**src/rtl/sort_5_serial.sv**
```systemverilog
// Serial insertion sorter: accepts up to N words, keeps them sorted on arrival, then drains them in order.
// Define SORT_5_SERIAL_DESCEND_EN to drain largest-first instead of smallest-first.
module sort_5_serial #(
    parameter int unsigned N     = 5,
    parameter int unsigned WIDTH = 32
) (
    input  logic             clk,
    input  logic             rst,
    input  logic [WIDTH-1:0] in_data_i,
    input  logic             in_valid_i,
    input  logic             in_last_i,
    output logic             in_ready_o,
    output logic [WIDTH-1:0] out_data_o,
    output logic             out_valid_o,
    output logic             out_last_o,
    input  logic             out_ready_i
);

    localparam int unsigned CNT_W = $clog2(N + 1);
`ifdef SORT_5_SERIAL_DESCEND_EN
    localparam bit DESCEND = 1'b1;
`else
    localparam bit DESCEND = 1'b0;
`endif

    typedef enum logic {
        FILL  = 1'b0,
        DRAIN = 1'b1
    } state_t;

    state_t           state_q, state_d;
    logic [WIDTH-1:0] arr_q [N];
    logic [WIDTH-1:0] arr_d [N];
    logic [CNT_W-1:0] cnt_q, cnt_d;
    logic [CNT_W-1:0] ins_pos;
    logic [N-1:0]     before_c;
    logic             in_fire;
    logic             out_fire;

    assign in_fire  = in_valid_i && in_ready_o;
    assign out_fire = out_valid_o && out_ready_i;

    // State register
    always_ff @(posedge clk) begin
        if (rst) begin
            state_q <= FILL;
        end else begin
            state_q <= state_d;
        end
    end

    // Next-state logic
    always_comb begin
        state_d = state_q;
        case (state_q)
            FILL: begin
                if (in_fire && (in_last_i || (cnt_q == CNT_W'(N - 1)))) begin
                    state_d = DRAIN;
                end
            end
            DRAIN: begin
                if (out_fire && out_last_o) begin
                    state_d = FILL;
                end
            end
            default: state_d = FILL;
        endcase
    end

    // Handshake outputs decoded from registered state only
    always_comb begin
        in_ready_o  = 1'b0;
        out_valid_o = 1'b0;
        out_last_o  = 1'b0;
        out_data_o  = arr_q[0];
        case (state_q)
            FILL:    in_ready_o = ~rst;
            DRAIN: begin
                out_valid_o = 1'b1;
                out_last_o  = (cnt_q == CNT_W'(1));
            end
            default: in_ready_o = 1'b0;
        endcase
    end

    // Occupied entries that must stay ahead of the new word; ties keep arrival order
    always_comb begin
        before_c = '0;
        for (int unsigned i = 0; i < N; i++) begin
            before_c[i] = (CNT_W'(i) < cnt_q) &&
                          (DESCEND ? (arr_q[i] >= in_data_i) : (arr_q[i] <= in_data_i));
        end
    end

    always_comb begin
        ins_pos = '0;
        for (int unsigned i = 0; i < N; i++) begin
            if (before_c[i]) begin
                ins_pos = ins_pos + CNT_W'(1);
            end
        end
    end

    // Insert-with-shift-up on accept, shift-down on drain
    always_comb begin
        arr_d = arr_q;
        cnt_d = cnt_q;
        if (in_fire) begin
            if (ins_pos == '0) begin
                arr_d[0] = in_data_i;
            end
            for (int unsigned i = 1; i < N; i++) begin
                if (CNT_W'(i) == ins_pos) begin
                    arr_d[i] = in_data_i;
                end else if ((CNT_W'(i) > ins_pos) && (CNT_W'(i) <= cnt_q)) begin
                    arr_d[i] = arr_q[i-1];
                end
            end
            cnt_d = cnt_q + CNT_W'(1);
        end else if (out_fire) begin
            for (int unsigned i = 0; i + 1 < N; i++) begin
                arr_d[i] = arr_q[i+1];
            end
            arr_d[N-1] = '0;
            cnt_d      = cnt_q - CNT_W'(1);
        end
    end

    always_ff @(posedge clk) begin
        if (rst) begin
            cnt_q <= '0;
            for (int unsigned i = 0; i < N; i++) begin
                arr_q[i] <= '0;
            end
        end else begin
            cnt_q <= cnt_d;
            arr_q <= arr_d;
        end
    end

endmodule

```
**config.mk**
```make
export PLATFORM = sky130hd
export DESIGN_NAME = sort_5_serial
export DESIGN_NICKNAME = d
export VERILOG_FILES = /design/src/rtl/sort_5_serial.sv
export SDC_FILE = /design/constraint.sdc
export NUM_CORES = 1
export LEC_CHECK = 0
export ABC_AREA = 1
export CAP_MARGIN = 20
export CORE_MARGIN = 8
export CORE_UTILIZATION = 30
export CTS_BUF_LIST = sky130_fd_sc_hd__clkbuf_8
export CTS_CLUSTER_SIZE = 10
export DETAILED_ROUTE_END_ITERATION = 10
export PLACE_DENSITY_LB_ADDON = 0.1
export REMOVE_ABC_BUFFERS = 1
export SLEW_MARGIN = 0
export SYNTH_ARGS = -nofsm -noshare
export SYNTH_HDL_FRONTEND = slang
export SYNTH_SLANG_ARGS = --single-unit
```
**constraint.sdc**
```tcl
create_clock -name clk -period 4.5 [get_ports clk]
set_input_delay 0.45 -clock clk [delete_from_list [all_inputs] [get_ports clk]]
set_output_delay 0.45 -clock clk [all_outputs]
set_load 0.005 [all_outputs]
```
* Word-level counts from Yosys, hierarchy flattened
Index checks and enable logic that the tools add are counted.
** Cells by class
- Order comparisons :: 18
- Divide/modulo/power cells :: 0
- Mux-type cells :: 24
- Reductions and logical operators :: 21
- Shifts and indexed selects :: 0
- Equality and inequality tests :: 11
- Bitwise gates (word level) :: 2
- Multiply operators :: 0
- Add/subtract/negate cells :: 6
** Operator list (count)
- $mux W160 :: 2
- $mux W32 :: 9
- $le A32 B32 Y1 :: 5
- $mux W3 :: 6
- $add A3 B1 Y3 const B :: 5
- $logic_and A1 B1 Y1 :: 13
- $ne A3 B1 Y1 const B :: 4
- $reduce_and A2 Y1 :: 5
- $eq A2 B3 Y1 const A :: 2
- $gt A2 B3 Y1 const A :: 2
- $le A2 B3 Y1 const A :: 2
- $lt A1 B3 Y1 const A :: 2
- $lt A2 B3 Y1 const A :: 2
- $mux W1 :: 6
- $eq A1 B3 Y1 const A :: 1
- $eq A3 B1 Y1 const B :: 1
- $eq A3 B3 Y1 const A :: 1
- $eq A3 B3 Y1 const B :: 1
- $gt A1 B3 Y1 const A :: 1
- $gt A3 B3 Y1 const A :: 1
- $le A1 B3 Y1 const A :: 1
- $le A3 B3 Y1 const A :: 1
- $logic_not A3 Y1 :: 1
- $lt A3 B3 Y1 const A :: 1
- 6 further kinds :: 7
** Storage, ports and cells
- Memories :: 0
- Bits in latches :: 0
- Bits in writable memories :: 0
- Register bits after elaboration :: 164
- Input bits :: 37
- Logic and storage cells :: 89
- Bits in read-only memories :: 0

* Longest topological paths before layout
- Depth after elaboration :: 16
- Gate-level depth with buffers :: 35

* Least setup slack after synthesis
OpenSTA, ideal clock, no wires.
- Path kind :: input to register
- Start point :: input port in_data_i[9]
- End point :: register arr_q[10] (netlist bit)
- Library setup time :: 132 ps
- Path buffers :: 2
- Stages :: 29
- Path slack :: 301 ps
- Data arrival time :: 4067 ps
- Cell sequence :: inv_1 > ha_1 > a21oi_1 > nor2_1 > a211oi_1 > o221a_2 > a21bo_2 > nand2_1 > nand4_1 > nand2_1 > nand3_1 > ha_1 > inv_1 > nand2_2 > nand2_1 > inv_1 > ha_1 > nand2_1 > nand2_1 > ha_1 > or2_1 > nand2_4 > nand3_2 > buf_6 > buf_4 > nand2_1 > o21ai_1 > nand2_1 > a21oi_1
** On the way
- Cells in the longest elaborated chain, start to end :: 15
- Elaborated cells between the ends (all ways) :: 26
- Those cells by class :: add/sub: 4; order compare: 6; eq/ne: 2; mux: 7; reduce/logical: 7
** RTL lines
- start: declaration :: RTL line 9 : input logic [WIDTH-1:0] in_data_i,
- $le A32 B32 Y1 :: RTL line 91 : (DESCEND ? (arr_q[i] >= in_data_i) : (arr_q[i] <= in_data_i));
- $logic_and A1 B1 Y1 :: RTL line 90 : before_c[i] = (CNT_W'(i) < cnt_q) &&
- $mux W1 :: RTL line 98 : if (before_c[i]) begin
- $add A3 B1 Y3 :: RTL line 99 : ins_pos = ins_pos + CNT_W'(1);
- $mux W3 :: RTL line 98
- $add A3 B1 Y3 :: RTL line 99
- $mux W3 :: RTL line 98
- $add A3 B1 Y3 :: RTL line 99
- $mux W3 :: RTL line 98
- $add A3 B1 Y3 :: RTL line 99
- $mux W3 * :: RTL line 98
- $gt A3 B3 Y1 :: RTL line 115 : end else if ((CNT_W'(i) > ins_pos) && (CNT_W'(i) <= cnt_q)) begin
- $logic_and A1 B1 Y1 :: RTL line 115
- $ne A3 B1 Y1 (no line)
- $reduce_and A2 Y1 (no line)
- end signal: assignment :: RTL line 137 : arr_q <= arr_d;
- end: declaration :: RTL line 32 : logic [WIDTH-1:0] arr_q [N];
Mark *: on every way between the ends. The rest lies on a longest branch, timed or not.
A chain may end at the register's enable or synchronous reset.

* Worst setup path after layout
- Start point :: register arr_q (netlist bit out_data_o[28])
- End point :: register arr_q[87] (netlist bit)
** On the way
- Cells in the longest elaborated chain, start to end :: 15
- Elaborated cells between the ends (all ways) :: 18
- Those cells by class :: add/sub: 4; order compare: 2; eq/ne: 2; mux: 7; reduce/logical: 3
** RTL lines (RTL line)
- $le A32 B32 Y1 * :: 91
- $logic_and A1 B1 Y1 * :: 90
- $mux W1 * :: 98
- $add A3 B1 Y3 :: 99
- $mux W3 * :: 98
- $add A3 B1 Y3 :: 99
- $mux W3 * :: 98
- $add A3 B1 Y3 :: 99
- $mux W3 * :: 98
- $add A3 B1 Y3 :: 99
- $mux W3 * :: 98
- $gt A2 B3 Y1 :: 115
- $logic_and A1 B1 Y1 :: 115
- $ne A3 B1 Y1 (no line)
- $reduce_and A2 Y1 (no line)
Marks and branches as above.

==> results.cfg <==
[run_status]
run_status = finished with violations
failed_checks = negative setup slack

[global_route]
grt_pass1_wl_um = 87400
antenna_found_initial = 0
via_count_of_the_first_global_routing_pass = 14900
grt_overflow_total = 0
pin_count_of_the_biggest_net_entering_global_routing = 228
gr-usage-all-layers = 0.209

[power]
p_sw_mw = 2.26
total_power_mw = 5.43
ir_worst_vdd_uv = 279
power.clock.fraction = 0.242
p_per_area_mw_per_mm2 = 299
power.switching_fraction = 0.415
p_seq_frac = 0.308
power.leakage_nw = 8.52
combPwrFrac = 0.449
p_int_mw = 3.17

[route]
dr.pass1.iters = 5
finalWirelength_um = 57700
avgViaCountPerCell = 4.88
detail_route.drc_violations = 0
drt_iter0_markers = 947
dr_total_vias = 15200
number_of_routed_nets_with_antenna_violations = 0
post_drt_wl_per_cell_um = 18.6

[sta]
worst_slew_margin_rel = 0.156
worst_slew_pin_slew_ps = 1270
timing.final.max_slew_violations = 0
min_period_over_period = 1.00
max_freq_mhz = 221
rsz0062_at_grt = true
final-setup-viol-count = 11
hold-worst-slack_ps = 302
finalWorstSetupSlack_ps = -15.9
hold_viol = 0
post_layout_minimum_cycle_time_ps = 4520
skew_ps = 16.0

[clock_network]
cts_tree = yes
ctsRootBufferMaster = clkbuf_8
clk-insertion-delay-late_ps = 580
cts_hold_buffers = 0
clock_sink_total = 164
numCtsBuffers = 17
clock_path_buffers = 2
cts_h_tree_depth = 4
clk_pin_slew_worst_paths_ps = 100

[yosys]
yosys-mux-area-fraction = 0
synth_edf_count = 0
synth.largest_area_cell = dfxtp_1
ys_seq_elements = 164
synthesis.area_mm2 = 0.0141
yosysWarningCount = 0
synthAdderAreaFrac = 0.150
synth_compound_gate_area_share = 0.118
syn_avg_cell_area_um2 = 6.11
netlist_top_cells_count = nand2_1, nor2_1, nand3_1
synth-xor-area-share = 0
synth_top_family_by_area = simple AND/OR/NAND/NOR gates
netlist_top_cells_area = dfxtp_1, nand2_1, ha_1
yosysTopAreaCellShare = 0.233
async_flop_share = 0
synth_simple_gate_area_share = 0.377
synth_cell_type_count = 44
post-synth-top-count-cell = nand2_1
yosys_most_used_dff = dfxtp_1
synth.yosys.seq_area_share = 0.233
postSynthCellCount = 2307

[final_layout]
multi_input_comb_area_mm2 = 0.00975
final_net_count = 2695
drive_above_1_share = 0.179
area_growth_pct = 29.0
fin_area_mm2 = 0.0182
antenna_diode_count = 0
layout.area.seq_mm2 = 0.00329
filler_cell_count = 5072

[die]
core_mm2 = 0.0465
initial_cell_density_of_the_core = 0.303
floorplan.io_pins = 72
dieWidth_um = 233
fp.dieArea_mm2 = 0.0542
die_h_um = 233
rows = 79

[critical_path]
worst-path-stages = 34
timing.rr.end = arr_q[87]
path_class = reg -> reg
worst-path-max-fanout = 9
worstPathBufferInverterCount = 10
reg2reg_slack_ps = -20
critical-path-slowest-cell = nor4_4
slowest_delay_ps = 360
timing.critical_path.arrival_ps = 5000
critical_path.reg2reg.startpoint = out_data_o[28]
worst-endpoint-required_ps = 4980
reg2reg_depth = 34
path_delay_family = simple AND/OR/NAND/NOR gates
worst_setup_path_start_kind = flip-flop
worstSetupEndpointType = flip-flop

[hold_path]
holdCritStartpoint = rst
hold_end = out_data_o[24]
worstHoldPathType = in -> reg
min_path_cells = 3

[placement]
place.detailed.hpwl_um = 38900
place_ws_ps = -1230
post_dp_cell_area_mm2 = 0.0165
gp_congestion = 0.868
numPortBuffers = 71

[job]
timing.max_cap.violations = 0
[power by group through the flow]
| stage | clock (mW) | sequential [mW] | combinational (mW) |
|---|---|---|---|
| global placement | 0 | 1.70 | 2.05 |
| global route | 1.40 | 1.69 | 2.68 |
| CTS | 1.36 | 1.67 | 2.16 |
| detailed placement | 0 | 1.70 | 2.06 |
| floorplan | 0 | 1.67 | 1.09 |
| finish | 1.32 | 1.67 | 2.44 |
[worst register-to-register path, delay by kind of cell, from the launching register on]
family | cells | cell delay [ps]
simple gates | 16 | 1770
buf+inv | 10 | 1090
fa+ha+maj | 4 | 880
compound gates | 4 | 360
flops | 1 | 350
[worst max path at each step]
stage / endpoint / slack [ps] / startpoint
detailed placement: arr_q[48] / -1230 / in_data_i[27]
finish: arr_q[87] / -20 / out_data_o[28]
global placement: arr_q[50] / -1200 / in_data_i[31]
global route: arr_q[89] / -200 / arr_q[96]
CTS: arr_q[90] / -50 / out_data_o[29]
floorplan: arr_q[0] / -3300 / rst
[area by class of cell]
type                            instances  area share
Tap cell                              607      0.0418
Clock buffer                           18      0.0136
Timing Repair Buffer                  317       0.173
Clock inverter                         14      0.0102
Inverter                              210      0.0435
Multi-Input combinational cell       1779       0.537
Sequential cell                       164       0.181
[what timing repair did]
item / CTS / global route
endpoints found under the setup margin: 160 / 160
cloned: 2 / 10
setup buffers: 12 / 13
pin swaps: 36 / 98
gates resized for setup: 76 / 135
[sequential cells by signal, indices dropped and copies added (netlist names)]
| signal | flops |
|---|---|
| state_q | 1 |
| out_data_o | 32 |
| arr_q | 128 |
| cnt_q | 3 |
[logic make-up (layout without fill, tap and decap cells)]
group / Yosys count / in the layout
buffers and inverters: 364 / 559
DFF: 164 / 164
AOI/OAI and AO/OA: 318 / 318
and+or+nand+nor: 1292 / 1292
adders and majority gates: 169 / 169
[placed cells by master (no fill, tap or decap), types with 17 or more instances in the layout]
| master | netlist | layout |
|---|---|---|
| nand2_1 | 732 | 681 |
| nor2_1 | 302 | 290 |
| nand3_1 | 211 | 200 |
| inv_1 | 203 | 191 |
| a21oi_1 | 206 | 191 |
| buf_4 | 41 | 190 |
| dfxtp_1 | 164 | 156 |
| ha_1 | 169 | 155 |
| clkdlybuf4s50_1 | 0 | 59 |
| o21ai_0 | 54 | 53 |
| nand2_2 | 8 | 44 |
| o21ai_1 | 34 | 34 |
| buf_12 | 0 | 25 |
| clkbuf_8 | 0 | 18 |
| inv_2 | 6 | 17 |
[routing by layer]
layer	global-route usage	wire [um]
met1	0.280	27400
met2	0.340	26500
met3	0.0407	2760
met4	0.0538	1030
met5	0	0
[through the flow]
| stage | utilization | cells | setup TNS, ps |
|---|---|---|---|
| 3_3_place_gp | 0.356 | 3047 | -181060 |
| 5_1_grt | 0.391 | 3109 | -17700 |
| 2_1_floorplan | - | 2153 | -498870 |
| 4_1_cts | 0.374 | 3090 | -1050 |
| 3_5_place_dp | 0.356 | 3047 | -187510 |
| 6_report | 0.391 | 3109 | -69.7 |
Power figures use the tool's default switching activity.
==> RTL change, RTL diff (same settings) <==
`WIDTH`: 32 -> 16.
--- a/src/rtl/sort_5_serial.sv
+++ b/src/rtl/sort_5_serial.sv
@@ -4,3 +4,3 @@
     parameter int unsigned N     = 5,
-    parameter int unsigned WIDTH = 32
+    parameter int unsigned WIDTH = 16
 ) (
Interface: changed (resized in_data_i and out_data_o); port bits go from 72 to 40. No check against the original RTL was run, so the function may have changed too.
==> RTL change against the unedited design <==
Power is 47% lower. Synthesized cell count fell by 48%. Sequential power decreased by 46%. Count of clock-buffer cells in the layout down 9. Die area is 45% lower. Wire length shrank 53%. Area after synthesis fell by 48%. Setup slack improved by 0.29 ns. Design area down 48%. Sequential cell count fell by 80. Critical path type is now in -> reg. Critical endpoint is now arr_q[46]. Largest power group unchanged.
==> RTL change: results (changes against the unedited design) <==
final_layout:
  largest_register_ffs: 64  # was 128
  nets: 1395  # was 2695
  nFillCells: 2628  # was 5072
  drive_above_1_share: 0.173  # was 0.179
setup_path:
  endpoint: "arr_q[46]"  # was arr_q[87]
  cp_slowest_cell: "clkdlybuf4s50_1"  # was nor4_4
  ff2ff_path_depth: 26  # was 34
  worst_setup_path_end_kind: "register"  # unchanged
  crit_fanout: 6  # was 9
  r2r_setup_slack_ns: 0.38  # was -0.02 ns
  r2r-start: "out_data_o[3]"  # was out_data_o[28]
  max_stage_delay_ns: 0.50  # was 0.36 ns
  cp-startpoint: "in_data_i[13]"  # was out_data_o[28]
grt:
  use_met3: 0.0177  # was 0.0407
  grtUsageTotal: 0.182  # was 0.209
  grt_pass1_wl_um: 42900  # was 87400 µm
  gr-usage-met1: 0.254  # was 0.280
  use_met2: 0.295  # was 0.340
  grt_max_degree: 84  # was 228
  grt_pass1_vias: 7336  # was 14900
  antenna_found_initial: 0  # unchanged
clocking:
  path_clk_slew_ns: 0.10  # about the same
  cts_buffers: 9  # was 17
  clkLatencyLatePin_ns: 0.39  # was 0.58 ns
  cts_htree_levels: 3  # was 4
worst_hold_path:
  hold-path-endpoint: "arr_q[10]"  # was out_data_o[24]
  hp-start: "arr_q[10]"  # was rst
  hold_class: "reg -> reg"  # was in -> reg
  holdPathStages: 2  # was 3
synthesis:
  ys_top_cells_by_count: "nand2_1, nor2_1, inv_1, ha_1, nand3_1"  # was nand2_1, nor2_1, nand3_1, a21oi_1, inv_1
  ys_top_cells_by_area: "dfxtp_1, nand2_1, ha_1, nor2_1, nand3_1"  # unchanged
  async_flop_share: 0  # unchanged
  synth.yosys.seq_area_share: 0.229  # was 0.233
  synthDistinctLibCells: 42  # was 44
outcome:
  status: "complete, no violations"  # was finished, violations left
sta:
  skew_ns: 0.0170  # was 0.0160 ns
  slew_headroom: 0.359  # was 0.156
  final-setup-viol-count: 0  # was 11
  hold-worst-slack_ns: 0.490  # was 0.302 ns
detailed_routing:
  wl_per_cell_um: 16.9  # was 18.6 µm
  dr_wl_met2_um: 12200  # was 26500 µm
  m1WireLength_um: 13700  # was 27400 µm
  top_layer_used: "met4"  # unchanged
  wl_met3_um: 868  # was 2760 µm
  drt_iter0_markers: 484  # was 947
  vias_per_cell: 4.68  # was 4.88
  drc: 0  # unchanged
placed_design:
  port_buffers: 39  # was 71
  dpl.hpwl_um: 18800  # was 38900 µm
  dpl_cell_area_um2: 8620  # was 16500 µm²
  gp_congestion: 0.825  # was 0.868
power_and_ir_drop:
  cellLeakagePower_nw: 4.59  # was 8.52 nW
  vdd_ir_drop_max_mv: 0.109  # was 0.279 mV
job:
  cap_violations: 0  # unchanged
-- RTL change: changes by cell type after synthesis, sizes merged, moves of 3 or more --
cell / delta
o21a: -3
dfxtp: -80
o21ai: -25
nor2: -147
ha: -80
nand3: -123
nand4: -10
inv: -93
buf: -53
clkbuf: -35
nand2: -334
a21oi: -122
-- RTL change: what timing repair did --
item	in CTS	in global routing
endpoints found under the setup margin	80	80
gates resized for setup	40	57
setup buffers	5	4
gates cloned	5	0
pin swaps	17	24
-- RTL change: stage by stage --
| step | util | std cells | worst slack (ns) |
|---|---|---|---|
| detailed placement | 0.357 | 1583 | -0.629 |
| CTS | 0.380 | 1608 | 0.0110 |
| global placement | 0.357 | 1583 | -0.605 |
| global route | 0.391 | 1613 | -0.00610 |
| floorplan | - | 1128 | -0.481 |
| finish | 0.391 | 1613 | 0.274 |
-- RTL change: logic make-up (layout without fill, tap and decap cells) --
logic type,count (synthesis),after routing,synth area share
AO/OA/AOI/OAI,160,160,0.116
adder cells (fa/ha/maj),89,89,0.152
buffers and inverters,183,277,0.110
flip-flops,84,84,0.229
AND/OR/NAND/NOR,678,679,0.393
-- RTL change: power breakdown --
part	internal, mW	switching (mW)	total (mW)
clock network	0.307	0.338	0.645
logic	0.568	0.782	1.35
registers	0.813	0.0867	0.900
-- RTL change: layout make-up --
| cell class | count | area [µm²] | area share |
|---|---|---|---|
| inverters | 117 | 442 | 0.0467 |
| flip-flops and latches | 84 | 1680 | 0.178 |
| clock inverters | 6 | 81.3 | 0.00860 |
| multi-input cells | 928 | 5230 | 0.553 |
| clock buffers | 9 | 124 | 0.0131 |
| well taps | 324 | 405 | 0.0428 |
| repair buffers | 145 | 1490 | 0.158 |
